### config.mk
export PLATFORM = sky130hd
export DESIGN_NAME = modulo_resolvedor_ataque
export DESIGN_NICKNAME = d
export VERILOG_FILES = /design/src/rtl/modulo_resolvedor_ataque.sv
export SDC_FILE = /design/constraint.sdc
export NUM_CORES = 1
export LEC_CHECK = 0
export BUFFER_PORTS_ARGS = -buffer_cell sky130_fd_sc_hd__buf_2
export CAP_MARGIN = 20
export CORE_MARGIN = 1.5
export CORE_UTILIZATION = 50
export CTS_CLUSTER_DIAMETER = 150
export DETAILED_ROUTE_END_ITERATION = 7
export MAX_ROUTING_LAYER = met4
export PLACE_DENSITY = 0.81
export SLEW_MARGIN = 20
export SYNTH_ARGS = -nofsm -noshare
export SYNTH_HDL_FRONTEND = slang
export SYNTH_SLANG_ARGS = --single-unit
### constraint.sdc
create_clock -name clk -period 12.7 [get_ports clk]
set_input_delay 2.54 -clock clk [delete_from_list [all_inputs] [get_ports clk]]
set_output_delay 2.54 -clock clk [all_outputs]
set_load 0.05 [all_outputs]
### src/rtl/modulo_resolvedor_ataque.sv
// Attack resolver for the naval-battle board: checks, records and acknowledges shots.
// Optional shot limit: define ATTACK_LIMIT_EN so reaching MAX_SHOTS without sinking everything ends the game as a loss.
module modulo_resolvedor_ataque #(
  parameter int N_LIN       = 7,
  parameter int N_COL       = 5,
  parameter int BLINK_TICKS = 3,
  parameter int MAX_SHOTS   = 15
) (
  input  logic                   clk,
  input  logic                   clr,
  input  logic                   tick,
  input  logic                   load,
  input  logic [N_LIN*N_COL-1:0] m_po,
  input  logic                   at_req,
  input  logic [2:0]             at_lin,
  input  logic [2:0]             at_col,
  output logic                   at_ack,
  output logic [1:0]             at_res,
  output logic [N_LIN*N_COL-1:0] m_at,
  output logic [N_LIN*N_COL-1:0] m_hit,
  output logic [5:0]             hits,
  output logic [5:0]             shots,
  output logic                   game_over,
  output logic                   win,
  output logic [1:0]             rgb,
  output logic [2:0]             fsm_state
);
  localparam int NC = N_LIN * N_COL;
  localparam int IW = $clog2(NC);
  localparam int BW = $clog2(BLINK_TICKS + 1);

  // fsm_state exposes this encoding: IDLE=0 ARMED=1 CHECK=2 WRITE=3 OVER=4
  typedef enum logic [2:0] {
    IDLE  = 3'd0,
    ARMED = 3'd1,
    CHECK = 3'd2,
    WRITE = 3'd3,
    OVER  = 3'd4
  } state_t;

  localparam logic [1:0] RES_MISS = 2'b01;
  localparam logic [1:0] RES_HIT  = 2'b10;
  localparam logic [1:0] RES_INV  = 2'b11;

  state_t        state;
  logic [NC-1:0] board;
  logic [5:0]    ship_cells;
  logic [2:0]    lin_q;
  logic [2:0]    col_q;
  logic [1:0]    res_q;
  logic [IW-1:0] idx_q;
  logic [BW-1:0] blink_cnt;

  logic          in_range;
  logic [IW-1:0] cell_idx;
  logic [5:0]    hits_next;
  logic [5:0]    shots_next;
  logic          done_win;
  logic          done_limit;

  // cell_idx is only meaningful when in_range; out-of-range values are never used to index
  always_comb begin
    in_range   = (int'(lin_q) < N_LIN) && (int'(col_q) < N_COL);
    cell_idx   = IW'(NC - 1 - N_COL * int'(lin_q) - int'(col_q));
    hits_next  = hits + 6'(res_q == RES_HIT);
    shots_next = shots + 6'(res_q != RES_INV);
    done_win   = (hits_next == ship_cells);
  end

`ifdef ATTACK_LIMIT_EN
  assign done_limit = (res_q != RES_INV) && (shots_next == 6'(MAX_SHOTS));
`else
  logic unused_limit;
  assign unused_limit = ^6'(MAX_SHOTS);
  assign done_limit   = 1'b0;
`endif

  assign fsm_state = state;

  always_ff @(posedge clk) begin
    if (clr) begin
      state      <= IDLE;
      board      <= '0;
      ship_cells <= '0;
      lin_q      <= '0;
      col_q      <= '0;
      res_q      <= '0;
      idx_q      <= '0;
      blink_cnt  <= '0;
      at_ack     <= 1'b0;
      at_res     <= '0;
      m_at       <= '0;
      m_hit      <= '0;
      hits       <= '0;
      shots      <= '0;
      game_over  <= 1'b0;
      win        <= 1'b0;
      rgb        <= '0;
    end else begin
      at_ack <= 1'b0;
      // Feedback timeout; an ack or load below overrides this on the same edge
      if (tick && blink_cnt != '0) begin
        blink_cnt <= blink_cnt - 1'b1;
        if (blink_cnt == BW'(1)) rgb <= 2'b00;
      end

      if (load) begin
        board      <= m_po;
        ship_cells <= 6'($countones(m_po));
        m_at       <= '0;
        m_hit      <= '0;
        hits       <= '0;
        shots      <= '0;
        at_res     <= '0;
        rgb        <= '0;
        blink_cnt  <= '0;
        if (m_po == '0) begin
          state     <= OVER;
          game_over <= 1'b1;
          win       <= 1'b1;
        end else begin
          state     <= ARMED;
          game_over <= 1'b0;
          win       <= 1'b0;
        end
      end else begin
        case (state)
          ARMED: begin
            if (at_req) begin
              lin_q <= at_lin;
              col_q <= at_col;
              state <= CHECK;
            end
          end
          CHECK: begin
            idx_q <= cell_idx;
            if (!in_range || m_at[cell_idx]) res_q <= RES_INV;
            else if (board[cell_idx])        res_q <= RES_HIT;
            else                             res_q <= RES_MISS;
            state <= WRITE;
          end
          WRITE: begin
            at_ack    <= 1'b1;
            at_res    <= res_q;
            rgb       <= {res_q[0], res_q[1]};
            blink_cnt <= BW'(BLINK_TICKS);
            if (res_q != RES_INV) begin
              m_at[idx_q] <= 1'b1;
              shots       <= shots_next;
            end
            if (res_q == RES_HIT) begin
              m_hit[idx_q] <= 1'b1;
              hits         <= hits_next;
            end
            if (done_win) begin
              state     <= OVER;
              game_over <= 1'b1;
              win       <= 1'b1;
            end else if (done_limit) begin
              state     <= OVER;
              game_over <= 1'b1;
              win       <= 1'b0;
            end else begin
              state <= ARMED;
            end
          end
          default: ;
        endcase
      end
    end
  end

endmodule
# Yosys cells after proc, flatten, opt, wreduce, memory -nomap -nowiden
# Cells that the tools add are included.
# word_totals
reg_bits	148
latchBits	0
mem_bits_rw	0
mem_bits_ro	0
out_inout_bits	92
n_memories	0
# op_classes
addsub	39
multipliers	1
n_div	0
magnitude_cmp	5
n_eq_ne	8
shifts	0
mux	23
n_bitwise	3
reduce_logical	20
# op_table
operator	count
$or A35 B35 Y35	2
$logic_not A35 Y1	1
$add A1 B1 Y2	17
$add A2 B2 Y3	8
$add A3 B3 Y4	4
$lt A6 B7 Y1 const B	2
$mux W2	7
$add A6 B1 Y6	2
$bmux W1 S6	2
$mux W3	4
$reduce_and A2 Y1	6
$add A4 B4 Y5	2
$reduce_bool A2 Y1	5
$pmux W3 S3	1
$mux W1	8
$add A5 B5 Y6	1
$add A6 B3 Y6	1
$demux W1 S6	1
$eq A3 B2 Y1 const B	2
$eq A6 B6 Y1	1
$ge A6 B1 Y1 const B	1
$lt A3 B3 Y1 const B	2
$mul A3 B3 Y6 const A	1
$sub A6 B4 Y6	1
other kinds (15)	17

# Logic depth before layout (Yosys ltp)
# depth
depth_word	7
ltp_mapped	18

# Least setup slack after synthesis
# No wires, ideal clock.
# synth_timing
path_type	input-to-reg
startpoint	input m_po[11]
endpoint	register ship_cells[4]
setup_ps	128
t_arrival_ps	6931
required_ps	12572
slack_ps	5642
path_stages	17
path_cell_list	inv_1 > fa_1 > inv_1 > fa_1 > inv_1 > fa_1 > fa_1 > fa_1 > fa_1 > inv_1 > fa_1 > fa_1 > a21o_1 > a21oi_1 > xnor2_1 > mux2i_1 > nor2_1
# synth_via
elab_chain_cells	6
# synth_rtl
item	line_no	rtl
from (decl)	13	input logic [N_LIN*N_COL-1:0] m_po,
$add A1 B1 Y2 (not written as such)	109	ship_cells <= 6'($countones(m_po));
$add A2 B2 Y3 (not written as such)	109	
$add A3 B3 Y4 (not written as such)	109	
$add A4 B4 Y5 (not written as such)	109	
$add A5 B5 Y6 (not written as such)	109	
$add A6 B3 Y6 (not written as such)	109	
to (signal assigned)	109	
to (decl)	47	logic [5:0] ship_cells;
# Every way passes these cells.
# A chain may end at the register's enable or synchronous reset.

# Final worst setup path
# Ends and elaborated chain as after synthesis.

==> results.toml <==
[worst_setup_path]
path_max_fanout = 3
cp.arrival_ns = 7.26
critPathLaunchType = "input port"
worst_setup_path_end_kind = "register"
path_class = "input port to register"
worstPathRequired_ns = 12.99

[finish]
areaGrowthSynthToFinish_pct = 18.57
finalInstanceArea_sq_um = 8516
final_common_cell = "dfxtp_1"
antenna_cells = 0
fin_nets = 982
final_cell_mix = "148 x dfxtp_1, 147 x nor2_1, 137 x buf_2, 85 x a21oi_1, 70 x inv_1"
fillCellCount = 1170
drive_above_1_share = 0.2201
stdcell_count = 1075

[clock_network]
ctsHoldBuffers = 0
numCtsBuffers = 17
htreeDepth = 4
clkTransAtPathRegs_ns = 0.06
clkSinkCount = 148
clk_latency_ns = 0.43
root_buffer = "clkbuf_16"
tritoncts = "done"
clockBufferDepth = 2
ctsResizeCount = 0
post-cts-setup-buffer-count = 0

[min_path]
hp-class = "register to register"

[power_and_ir_drop]
peakVddDrop_mv = 0.1259
p_leak_nw = 3.810
power_density_nw_per_um2 = 163.3

[synth]
synth_area_leaders = "dfxtp_1 41%, fa_1 8.1%, nor2_1 7.7%"
synth.avg_cell_area_sq_um = 9.437
yosysTopAreaCell = "dfxtp_1"
post-synth-top-area-fraction = 0.4125
synth_ff_type = "dfxtp_1"
async_reset_ff_frac = 0
synth_seq_area_share = 0.4125
syn_area_sq_um = 7182
syn_nets = 859
yosys_warnings = 0
synth_edf_count = 0
synth_seq_cells = 148
syn_inst = 761
synth_cell_type_count = 49

[place]
port_buffers = 137
gp_congestion = 0.8949
dp_slack_ns = 5.282
dp_cells = 1045
dpl-instance-area_sq_um = 7958
dp_hpwl_um = 12950

[global_routing]
track_usage = 0.2580
grt_overflow = 0
grt_pass1_wl_um = 28840
first_global_vias = 5682
grt_max_degree = 91
antenna_found_initial = 0

[status]
status = "completed"

[sta]
timing.fmax_mhz = 143.4
layout_min_cycle_time_ns = 6.974
slew_headroom = 0.3010
hold_ws_ns = 0.4490
setup_tns_ns = 0
maxSlewViolCount = 0
tightest_slew_ns = 1.048
layout_setup_ws_ns = 5.726
rsz0062_at_grt = "no"
setup-violations-final = 0
final-hold-violation-count = 0
skew_ns = 0.007383
finalCritPeriodShare = 0.5491

[routing]
drt_iter0_drc = 411
vias = 5850
drc_errors = 0
ant_nets = 0
first_pass_iters = 5
drt_wl_total_um = 18130
detail_route.wl_per_cell_um = 16.87
routed_via_density = 5.442

[run]
max_cap_viol_count = 0

[floorplanning]
die-area_sq_um = 15090
fp-row-count = 43
design.core.area_sq_um = 13930
fp.dieH_um = 122.9
io_pins = 138
initial_core_util = 0.5154
die_x_um = 122.9
## registers in the layout, summed over array words and instances, names as in the netlist, 3 cells and up
register and count:
lin_q 3, shots 6, hits 6, m_hit 35, ship_cells 6, board 35
fsm_state 3, idx_q 6, m_at 35, col_q 3
## metrics by stage
step           utilization  power (mW)
2_1_floorplan            -      0.8305
3_3_place_gp        0.5711      0.8928
3_5_place_dp        0.5711      0.9174
4_1_cts             0.6111       1.401
5_1_grt             0.6111       1.486
6_report            0.6111       1.391
## cell families after synthesis
| group | Yosys count | synth area share |
|---|---|---|
| adders and majority gates | 52 | 0.1209 |
| and+or+nand+nor | 241 | 0.1564 |
| xor gates and xnor gates | 22 | 0.02683 |
| DFF | 148 | 0.4125 |
| AOI/OAI and AO/OA | 121 | 0.09634 |
| muxes | 67 | 0.1235 |
| buffers and inverters | 110 | 0.06341 |
## layer usage
| metal | GRT usage | share of wire | vias to the layer above |
|---|---|---|---|
| met2 | 0.4135 | 0.49 | 201 |
| met4 | 0.1032 | 0.028 | 0 |
| met3 | 0.05112 | 0.056 | 36 |
| met5 | - | 0 | - |
| met1 | 0.3202 | 0.42 | 2814 |
| li1 | - | - | 2799 |
## final timing paths
kind | from | to | slack, ns | cells after the start
max | m_po[11] | ship_cells[4] | 5.73 | 18
min reg2reg | at_res[1] | at_res[1] | 0.45 | 2
min | at_res[1] | at_res[1] | 0.45 | 2
max reg2reg | lin_q[2] | res_q[0] | 9.23 | 9
## cell type report
type | count | area (sq um) | share of cell area
Clock inverter | 9 | 107.6 | 0.01264
Timing Repair Buffer | 144 | 738.2 | 0.08669
Sequential cell | 148 | 2963 | 0.3479
Inverter | 70 | 262.8 | 0.03086
Multi-Input combinational cell | 503 | 3769 | 0.4426
Clock buffer | 21 | 450.4 | 0.05289
Tap cell | 180 | 225.2 | 0.02645
## critical path, cell delays in order
cell and delay (ns):
buf_2 0.11, inv_1 0.06, fa_1 0.54, inv_1 0.05, fa_1 0.49, inv_1 0.05
fa_1 0.46, fa_1 0.54, fa_1 0.43, fa_1 0.49, inv_1 0.05, fa_1 0.40
fa_1 0.42, a21o_1 0.17, a21oi_1 0.17, xnor2_1 0.08, mux2i_1 0.14, nor2_1 0.05
## power by group
group / internal [mW] / switching [mW] / leakage [nW]
logic: 0.193 / 0.227 / 2.34
registers: 0.480 / 0.0108 / 1.20
clock network: 0.291 / 0.189 / 0.269
## synthesized netlist by cell type, types with 2 or more instances
cell,number
a211oi_1,8
a21o_1,4
a21oi_1,85
a21oi_2,2
a22oi_1,4
a31oi_1,5
and3_1,3
and3b_1,3
buf_1,4
buf_2,10
buf_4,2
buf_6,3
clkbuf_1,21
dfxtp_1,148
fa_1,29
ha_1,23
inv_1,70
mux2i_1,50
mux4_1,4
mux4_2,12
nand2_1,31
nand3_1,16
nand4_1,3
nor2_1,147
nor2b_1,9
nor3_1,3
nor3_2,4
nor3b_1,4
nor4_1,7
nor4_4,3
o21ai_0,5
or3_1,2
xnor2_1,13
xor2_1,9
No activity file was read; power rests on OpenSTA's default activity.
